[config.mk]
export PLATFORM = sky130hd
export DESIGN_NAME = cache_mem_arbiter
export DESIGN_NICKNAME = d
export VERILOG_FILES = /design/src/rtl/cache_mem_arbiter.sv
export SDC_FILE = /design/constraint.sdc
export NUM_CORES = 1
export LEC_CHECK = 0
export BUFFER_PORTS_ARGS = -buffer_cell sky130_fd_sc_hd__buf_2
export CELL_PAD_IN_SITES_DETAIL_PLACEMENT = 0
export CELL_PAD_IN_SITES_GLOBAL_PLACEMENT = 2
export CORE_AREA = 2 2 214 216
export CTS_CLUSTER_DIAMETER = 200
export DETAILED_ROUTE_END_ITERATION = 10
export DIE_AREA = 0 0 216 218
export PLACE_DENSITY_LB_ADDON = 0.1
export SYNTH_ARGS = -nofsm -noshare
export SYNTH_HDL_FRONTEND = slang
export SYNTH_SLANG_ARGS = --single-unit
[constraint.sdc]
create_clock -name clk -period 4.7 [get_ports clk]
set_input_delay 0.94 -clock clk [delete_from_list [all_inputs] [get_ports clk]]
set_output_delay 0.94 -clock clk [all_outputs]
set_load 0.01 [all_outputs]
[src/rtl/cache_mem_arbiter.sv]
// Shares one memory read channel (round-robin icache/dcache, one outstanding read)
// and one serialized dcache write channel, stalling same-line reads behind a pending write.
module cache_mem_arbiter #(
  parameter int unsigned WR_DATA_W     = 128,
  parameter int unsigned LINE_OFF_BITS = 4
) (
  input  logic                 clk,
  input  logic                 resetn,
  input  logic                 i_rd_req,
  input  logic [2:0]           i_rd_type,
  input  logic [31:0]          i_rd_addr,
  output logic                 i_rd_rdy,
  output logic                 i_ret_valid,
  output logic                 i_ret_last,
  output logic [31:0]          i_ret_data,
  input  logic                 d_rd_req,
  input  logic [2:0]           d_rd_type,
  input  logic [31:0]          d_rd_addr,
  output logic                 d_rd_rdy,
  output logic                 d_ret_valid,
  output logic                 d_ret_last,
  output logic [31:0]          d_ret_data,
  input  logic                 d_wr_req,
  input  logic [2:0]           d_wr_type,
  input  logic [31:0]          d_wr_addr,
  input  logic [3:0]           d_wr_wstrb,
  input  logic [WR_DATA_W-1:0] d_wr_data,
  output logic                 d_wr_rdy,
  output logic                 m_rd_req,
  output logic [2:0]           m_rd_type,
  output logic [31:0]          m_rd_addr,
  input  logic                 m_rd_rdy,
  input  logic                 m_ret_valid,
  input  logic                 m_ret_last,
  input  logic [31:0]          m_ret_data,
  output logic                 m_wr_req,
  output logic [2:0]           m_wr_type,
  output logic [31:0]          m_wr_addr,
  output logic [3:0]           m_wr_wstrb,
  output logic [WR_DATA_W-1:0] m_wr_data,
  input  logic                 m_wr_rdy,
  input  logic                 m_wr_done
);

  localparam int unsigned LINE_W = 32 - LINE_OFF_BITS;

  typedef enum logic [1:0] {R_IDLE = 2'd0, R_REQ = 2'd1, R_DATA = 2'd2} r_state_t;
  typedef enum logic [1:0] {W_IDLE = 2'd0, W_REQ = 2'd1, W_RESP = 2'd2} w_state_t;

  r_state_t r_state, r_next;
  w_state_t w_state, w_next;

  // last_grant / owner: 1 = dcache, 0 = icache
  logic              last_grant;
  logic              owner;
  logic              wr_accept;
  logic              grant_i;
  logic              grant_d;
  logic              i_elig;
  logic              d_elig;
  logic              hazard_on;
  logic [LINE_W-1:0] hazard_line;

  always_ff @(posedge clk or negedge resetn) begin
    if (!resetn) begin
      r_state <= R_IDLE;
      w_state <= W_IDLE;
    end else begin
      r_state <= r_next;
      w_state <= w_next;
    end
  end

  // Request fields captured on acceptance; they drive the memory side until the next accept
  always_ff @(posedge clk or negedge resetn) begin
    if (!resetn) begin
      last_grant <= 1'b1;
      owner      <= 1'b0;
      m_rd_type  <= 3'd0;
      m_rd_addr  <= 32'd0;
      m_wr_type  <= 3'd0;
      m_wr_addr  <= 32'd0;
      m_wr_wstrb <= 4'd0;
      m_wr_data  <= WR_DATA_W'(0);
    end else begin
      if (grant_i || grant_d) begin
        owner      <= grant_d;
        last_grant <= grant_d;
        m_rd_type  <= grant_d ? d_rd_type : i_rd_type;
        m_rd_addr  <= grant_d ? d_rd_addr : i_rd_addr;
      end
      if (wr_accept) begin
        m_wr_type  <= d_wr_type;
        m_wr_addr  <= d_wr_addr;
        m_wr_wstrb <= d_wr_wstrb;
        m_wr_data  <= d_wr_data;
      end
    end
  end

  always_comb begin
    r_next      = r_state;
    w_next      = w_state;
    i_rd_rdy    = 1'b0;
    d_rd_rdy    = 1'b0;
    d_wr_rdy    = 1'b0;
    i_ret_valid = 1'b0;
    i_ret_last  = 1'b0;
    i_ret_data  = 32'd0;
    d_ret_valid = 1'b0;
    d_ret_last  = 1'b0;
    d_ret_data  = 32'd0;
    m_rd_req    = 1'b0;
    m_wr_req    = 1'b0;
    grant_i     = 1'b0;
    grant_d     = 1'b0;

    d_wr_rdy  = resetn && (w_state == W_IDLE);
    wr_accept = d_wr_rdy && d_wr_req;

    // A write being accepted this cycle already blocks reads of its line
    hazard_on   = (w_state != W_IDLE) || wr_accept;
    hazard_line = (w_state != W_IDLE) ? m_wr_addr[31:LINE_OFF_BITS]
                                      : d_wr_addr[31:LINE_OFF_BITS];
    i_elig = i_rd_req && !(hazard_on && (i_rd_addr[31:LINE_OFF_BITS] == hazard_line));
    d_elig = d_rd_req && !(hazard_on && (d_rd_addr[31:LINE_OFF_BITS] == hazard_line));

    case (w_state)
      W_IDLE: if (wr_accept) w_next = W_REQ;
      W_REQ: begin
        m_wr_req = 1'b1;
        if (m_wr_rdy) w_next = W_RESP;
      end
      W_RESP: if (m_wr_done) w_next = W_IDLE;
      default: w_next = W_IDLE;
    endcase

    case (r_state)
      R_IDLE: begin
        if (resetn) begin
          grant_i = i_elig && (!d_elig || last_grant);
          grant_d = d_elig && (!i_elig || !last_grant);
        end
        i_rd_rdy = grant_i;
        d_rd_rdy = grant_d;
        if (grant_i || grant_d) r_next = R_REQ;
      end
      R_REQ: begin
        m_rd_req = 1'b1;
        if (m_rd_rdy) r_next = R_DATA;
      end
      R_DATA: begin
        if (owner) begin
          d_ret_valid = m_ret_valid;
          d_ret_last  = m_ret_last;
          d_ret_data  = m_ret_data;
        end else begin
          i_ret_valid = m_ret_valid;
          i_ret_last  = m_ret_last;
          i_ret_data  = m_ret_data;
        end
        if (m_ret_valid && m_ret_last) r_next = R_IDLE;
      end
      default: r_next = R_IDLE;
    endcase
  end

endmodule

==> results of run 1 <==
[layout by cell type, fill, tap and decap left out, drive strengths merged, types with 2 or more instances in the layout]
master | synthesis | routed
or3b | 28 | 28
o211ai | 2 | 2
clkinvlp | 0 | 2
mux2i | 20 | 20
nor3 | 39 | 39
dfrtp | 207 | 207
a32oi | 3 | 3
a211o | 2 | 2
a211oi | 3 | 3
bufinv | 0 | 6
o2bb2ai | 3 | 3
a21oi | 10 | 10
clkinv | 0 | 6
diode | 0 | 10
and2 | 70 | 70
a221oi | 10 | 10
o21bai | 2 | 2
or3 | 9 | 9
nand3 | 3 | 3
nor2b | 8 | 8
o21ai | 59 | 59
xnor2 | 26 | 26
nand4 | 2 | 2
a21o | 3 | 3
a2111oi | 2 | 2
o22ai | 14 | 14
o221ai | 3 | 3
buf | 11 | 569
clkbuf | 61 | 37
or4 | 3 | 3
a22oi | 3 | 3
xor2 | 8 | 8
inv | 40 | 40
nor2 | 5 | 5
nor4 | 10 | 10
nand2b | 3 | 3
nand2 | 482 | 482
or2 | 2 | 2
a31oi | 35 | 35
nor3b | 2 | 2
[state kept, by name (all words and copies together), names as in the netlist]
| name | flops |
|---|---|
| m_wr_wstrb | 4 |
| m_rd_type | 3 |
| m_wr_data | 128 |
| r_state | 2 |
| w_state | 2 |
| last_grant | 1 |
| m_rd_addr | 32 |
| m_wr_type | 3 |
| m_wr_addr | 32 |
| owner | 1 |
[synthesized netlist by cell type, types with 5 or more instances]
library cell and n:
nor2b_1 8, xor2_1 8, nor4_1 9, nor3_1 39, or3b_1 25, clkbuf_1 61
a21oi_1 9, a31oi_1 34, o21ai_0 58, inv_1 40, nor2_1 5, buf_6 8
dfrtp_1 207, o22ai_1 14, mux2i_1 20, or3_1 9, xnor2_1 26, nand2_1 482
and2_1 70, a221oi_1 10
[worst register-to-register path, delay by kind of cell, from the launching register on]
kind | cells | cell delay (ns)
and+or+nand+nor | 5 | 1.95
DFF | 1 | 0.47
buffers and inverters | 2 | 0.55
AOI/OAI and AO/OA | 3 | 0.65
[power by group through the flow]
stage / clock [uW] / sequential (uW) / combinational, uW
2_1_floorplan: 0 / 3140 / 1310
3_3_place_gp: 0 / 2890 / 3130
3_5_place_dp: 0 / 2900 / 3130
4_1_cts: 2450 / 2900 / 3130
5_1_grt: 2520 / 2990 / 3410
6_report: 2370 / 2890 / 3060
[cell type report]
| type | count | area (um2) |
|---|---|---|
| Tap cell | 600 | 751 |
| Antenna cell | 10 | 25.0 |
| Inverter | 40 | 150 |
| Clock buffer | 37 | 786 |
| Timing Repair Buffer | 569 | 2920 |
| Multi-Input combinational cell | 887 | 4630 |
| Clock inverter | 14 | 229 |
| Sequential cell | 208 | 5210 |
| Fill cell | 4859 | 30200 |
[logic make-up after synthesis]
group | count (synthesis) | share of synthesized area, %
mux | 20 | 1.95
simple gates | 671 | 29.4
flops | 208 | 50.7
buf+inv | 112 | 4.71
compound gates | 162 | 10.3
xor+xnor | 34 | 2.90
[per-layer routing]
layer	track usage, %	part of all wire, %	up-vias
li1	-	-	5042
met5	0	0.19	-
met2	31.8	46	437
met4	7.01	3.2	14
met1	25.0	41	5032
met3	6.99	9.6	81
[worst paths after layout]
kind,end,cells after the start
max,d_rd_rdy,10
min,m_rd_type[2]$_DFFE_PN0P_,1
max reg2reg,m_rd_addr[1]$_DFFE_PN0P_,10
min reg2reg,m_wr_data[14]$_DFFE_PN0P_,2
max in group asynchronous,m_wr_data[90]$_DFFE_PN0P_,4
min in group clk,m_wr_data[14]$_DFFE_PN0P_,2
[per-stage QoR]
step                instances  instance area [um2]  worst slack, ns
global placement         2304                13700            0.501
detailed placement       2304                13700            0.486
floorplan                1207                10300             1.01
global route             2360                14700           0.0554
finish                   2365                14700            0.197
CTS                      2355                14700            0.208
==> summary.md, run 1 <==
| Metric | Value |
|---|---|
| Outcome | `complete, no violations` |
| Worst-path cell with the longest stage delay | `nor4_1` |
| Portion of the post-synthesis area used by sequential elements | `50.7%` |
| Final-report max-slew violation count | `0` |
| Gr usage total | `19.9%` |
| Antenna violations before repair | `15` |
| Source-to-sink clock delay at the later pin of the worst-skew pair | `0.56 ns` |
| Critical Path Fanout Max | `39` |
| Final worst hold slack | `0.153 ns` |
| Launch point of the worst reg-to-reg path | `w_state[0]$_DFFE_PN0P_` |
| Count of unique library cells instantiated by Yosys | `59` |
| Crit-path leading delay family | `simple AND/OR/NAND/NOR gates` |
| Critical path buffer and inverter count | `3` |
| Weighted congestion at the end of routability-driven global placement | `0.836` |
| DRT iter0 DRCs | `678` |
| Switching power total | `3190 uW` |
| Classification of the worst-slack hold path | `in2async` |
| Timing-limited maximum frequency | `222 MHz` |
| Relative contribution of sequential cells to total power | `34.7%` |
| Data arrival time of the critical path | `3.56 ns` |
| Hold Violations, Final | `0` |
| Transition time at the pin with the least slew margin | `1.06 ns` |
| Vias in the first global route | `10607` |
| Clock root buffer master | `clkbuf_16` |
| Max-cap violation count | `0` |
| Total global routing overflow | `0` |
| Die extent in x | `216 um` |
| Maximum count of clock buffers along a single path | `3` |
| Ys async rst share | `100%` |
| Ratio of total power to cell area | `566 nW/um2` |
| Switching fraction of total power | `38.3%` |
| End-of-flow core utilization | `32.7%` |
| Post CTS Setup Buffer Count | `0` |
| Post-route ant nets | `0` |
| Number of vias after detailed routing | `10606` |
| Vertical extent of the die | `218 um` |
| Reg clk slew, reported paths | `0.06 ns` |
| Overall Power | `8320 uW` |
| Layout Area Growth over Synthesis | `43.0%` |
| Starting density of the core | `22.9%` |
| Part of the power in the clock network | `28.4%` |
| Crit path time final | `4.50 ns` |
| Global-route wire length before repair | `70800 um` |
| Via density | `4.48` |
| Number of enable-type register cells in the synthesized netlist | `0` |
| Worst setup SP type | `register` |
| Clock tree from TritonCTS | `done` |
| Setup total negative slack | `0 ns` |
| Pin count of the biggest net entering global routing | `138` |
| Inserted Clock Buffers | `28` |
| Register-to-register setup slack | `1.00 ns` |
| Syn Nets | `1486` |
| Final net count | `2013` |
| Placement row count | `78` |
| Share of the clock period used by the worst path | `95.8%` |
| Max transition margin | `29.4%` |
| Htree depth | `1` |
| Hold buffers post-CTS | `0` |
| Area share of the leading cell type in the synthesized netlist | `50.4%` |
| Static leakage | `0.00791 uW` |
| RSZ-0062 raised after global routing | `no` |
| Die ar. | `47100 um2` |
| Longest individual stage delay on the worst path | `0.58 ns` |
| WL/cell | `20.6 um` |
| Synth area leader | `dfrtp_1` |
| HPWL after DPL | `35900 um` |
| Remaining design rule violation count | `0` |
| Ratio of cells with drive above 1 in the final layout | `36.0%` |
| Logic gate share of total power | `36.8%` |
| FF+latch count, synth | `208` |
| Cts repair resizes | `0` |
| Initial DRT Pass Iterations | `5` |
| Crit Path Category | `reg2out` |
| Per-instance average area after synthesis | `8.51 um2` |
| Total core area | `44900 um2` |
| Worst VDD drop | `0.284 mV` |
| Crit. Startpoint | `w_state[0]$_DFFE_PN0P_` |
| Synth Warn # | `0` |
| Cells along the critical path | `or2_2 -> buf_12 -> mux2i_1 -> xnor2_1 -> nor4_1 -> and4_1 -> a21oi_4 -> or2_1 -> inv_1 -> buf_2` |
| Data required time of the critical path | `3.76 ns` |
| Netlist area before placement | `10300 um2` |
| Count of input and output buffers | `553` |
| # clock sinks | `208` |
| Clock skew | `0.0137 ns` |
| Final-report setup violation count | `0` |
| Number of standard cells after synthesis | `1207` |
| Sort of element at the end of the critical path | `output pin` |
| Detailed-route wire length | `48600 um` |
| Number of ports placed on the die boundary | `554` |
| Top area cells in the synthesized netlist | `dfrtp_1 (50%), nand2_1 (18%), and2_1 (4.3%)` |
| Primary FF master, synth | `dfrtp_1` |
| Internal power contribution | `5130 uW` |
Power figures use the tool's default switching activity.
==> inputs of run 2 (changes only) <==
--- a/config.mk
+++ b/config.mk
@@ -13,6 +13,7 @@
 export DETAILED_ROUTE_END_ITERATION = 10
 export DIE_AREA = 0 0 216 218
 export PLACE_DENSITY_LB_ADDON = 0.1
+export RECOVER_POWER = 25
 export SYNTH_ARGS = -nofsm -noshare
 export SYNTH_HDL_FRONTEND = slang
 export SYNTH_SLANG_ARGS = --single-unit
==> run 2 against run 1 <==
Final area is 0.92% lower. Clock skew is 0.00081 ns lower. Register-to-register slack about the same. Total power is 0.84% lower. Setup slack improved by 0.0078 ns. Critical path type unchanged.
==> summary.md, run 2 (synthesis results as in run 1) <==
| Metric | Value |
|---|---|
| Outcome | `complete, no violations` |
| Die ar. | `47100 um2` |
| Cts repair resizes | `0` |
| Source-to-sink clock delay at the later pin of the worst-skew pair | `0.56 ns` |
| Max-cap violation count | `0` |
| Most utilized layer in the global route result | `met2` |
| Worst setup SP type | `register` |
| Sort of element at the end of the critical path | `output pin` |
| Switching power total | `3210 uW` |
| Post CTS Setup Buffer Count | `0` |
| Weighted congestion at the end of routability-driven global placement | `0.836` |
| Worst-path cell with the longest stage delay | `nor4_1` |
| Gr usage total | `19.9%` |
| WL/cell | `20.6 um` |
| Met1 Resource Use GR | `25.0%` |
| Layout Area Growth over Synthesis | `41.7%` |
| Ratio of total power to cell area | `566 nW/um2` |
| Number of vias after detailed routing | `10592` |
| Clock skew | `0.0129 ns` |
| Top flop regs | `m_wr_data x128, m_rd_addr x32, m_wr_addr x32` |
| Starting density of the core | `22.9%` |
| GR Layer Usage met3 | `6.99%` |
| Number of ports placed on the die boundary | `554` |
| Most common cell after layout, fill and taps aside | `nand2_1` |
| Inserted Clock Buffers | `28` |
| Hold buffers post-CTS | `0` |
| Transition time at the pin with the least slew margin | `1.06 ns` |
| HPWL after DPL | `35900 um` |
| Switching fraction of total power | `38.9%` |
| Final-report max-slew violation count | `0` |
| Internal power contribution | `5040 uW` |
| Post-route ant nets | `0` |
| Pin count of the biggest net entering global routing | `138` |
| Final-report setup violation count | `0` |
| Ratio of cells with drive above 1 in the final layout | `30.3%` |
| Placement row count | `78` |
| Total core area | `44900 um2` |
| Maximum count of clock buffers along a single path | `3` |
| Global-route track usage on met2 | `31.8%` |
| Relative contribution of sequential cells to total power | `35.2%` |
| Crit Path Category | `reg2out` |
| DRT iter0 DRCs | `721` |
| Part of the power in the clock network | `28.7%` |
| Detailed-route wire length | `48600 um` |
| RSZ-0062 raised after global routing | `no` |
| Logic gate share of total power | `36.1%` |
| Critical Path Fanout Max | `39` |
| Htree depth | `1` |
| Timing-limited maximum frequency | `222 MHz` |
| Total global routing overflow | `0` |
| Antenna violations before repair | `15` |
| Area after detailed placement | `13700 um2` |
| Share of the clock period used by the worst path | `95.6%` |
| Register bank with the most flops | `m_wr_data` |
| Setup total negative slack | `0 ns` |
| Cells along the critical path | `or2_2 -> buf_12 -> mux2i_1 -> xnor2_1 -> nor4_1 -> and4_1 -> a21oi_4 -> or2_1 -> inv_1 -> buf_2` |
| Worst VDD drop | `0.284 mV` |
| Static leakage | `0.00759 uW` |
| Final net count | `2013` |
| Crit path time final | `4.50 ns` |
| Count of input and output buffers | `553` |
| Highest-count cells in the layout ignoring fill and taps | `nand2_1 (482), buf_2 (453), dfrtp_1 (207)` |
| Max transition margin | `29.4%` |
| Initial DRT Pass Iterations | `5` |
| # clock sinks | `208` |
| Vertical extent of the die | `218 um` |
| Clock tree from TritonCTS | `done` |
| Final design area excluding fillers | `14600 um2` |
| Clock root buffer master | `clkbuf_16` |
| Hold Violations, Final | `0` |
| Reg clk slew, reported paths | `0.06 ns` |
| Global-route wire length before repair | `70800 um` |
| Classification of the worst-slack hold path | `in2async` |
| Longest individual stage delay on the worst path | `0.58 ns` |
| Max FFs per register | `128` |
| Vias in the first global route | `10607` |
| Critical path buffer and inverter count | `3` |
| Die extent in x | `216 um` |
| Data arrival time of the critical path | `3.56 ns` |
| Crit-path leading delay family | `simple AND/OR/NAND/NOR gates` |
| Via density | `4.48` |
| Data required time of the critical path | `3.76 ns` |
| Remaining design rule violation count | `0` |
## run 2: per-stage QoR
step	total power, uW	setup WS (ns)	hold WS (ns)	std cells	util (%)
after CTS	8480	0.208	0.120	2355	32.7
after floorplan	4450	1.01	0.483	1207	-
final	8250	0.205	0.252	2365	32.4
after detailed placement	6040	0.486	0.456	2304	30.4
after global routing	8840	0.0554	0.237	2360	32.4
after global placement	6020	0.501	0.453	2304	30.4
## run 2: final cells by class
type	instances	area (um2)
Clock buffer	37	786
Timing Repair Buffer	569	2790
Antenna cell	10	25.0
Fill cell	4897	30300
Clock inverter	14	229
Tap cell	600	751
Sequential cell	208	5210
Inverter	40	150
Multi-Input combinational cell	887	4630
## run 2: power by group through the flow
stage / clock, uW / sequential [uW] / combinational, uW
finish: 2370 / 2900 / 2980
global route: 2520 / 3000 / 3330
CTS: 2450 / 2900 / 3130
floorplan: 0 / 3140 / 1310
detailed placement: 0 / 2900 / 3130
global placement: 0 / 2890 / 3130
## run 2: routing by layer
layer  wire, um  up-vias
met5         92        -
met4       1570       14
met3       4490       81
met2      22600      425
met1      19900     5031
li1           -     5041
## run 2: final timing paths
path                                           start                         to  slack, ns  cells past startpoint
min in group clk           m_wr_data[14]$_DFFE_PN0P_  m_wr_data[14]$_DFFE_PN0P_       0.47                      2
max                           w_state[0]$_DFFE_PN0P_                   d_rd_rdy       0.20                     10
min reg2reg                m_wr_data[14]$_DFFE_PN0P_  m_wr_data[14]$_DFFE_PN0P_       0.47                      2
min                                           resetn  m_rd_addr[21]$_DFFE_PN0P_       0.25                      1
max in group asynchronous                     resetn  m_wr_data[90]$_DFFE_PN0P_       1.95                      4
max reg2reg                   w_state[0]$_DFFE_PN0P_   m_rd_addr[1]$_DFFE_PN0P_       1.00                     10
## run 2: worst register-to-register path: cells and delay by family, from the launching register on
kind	cells	cell delay, ns
buffers and inverters	2	0.55
AO/OA/AOI/OAI	3	0.65
flip-flops	1	0.47
AND/OR/NAND/NOR	5	1.96
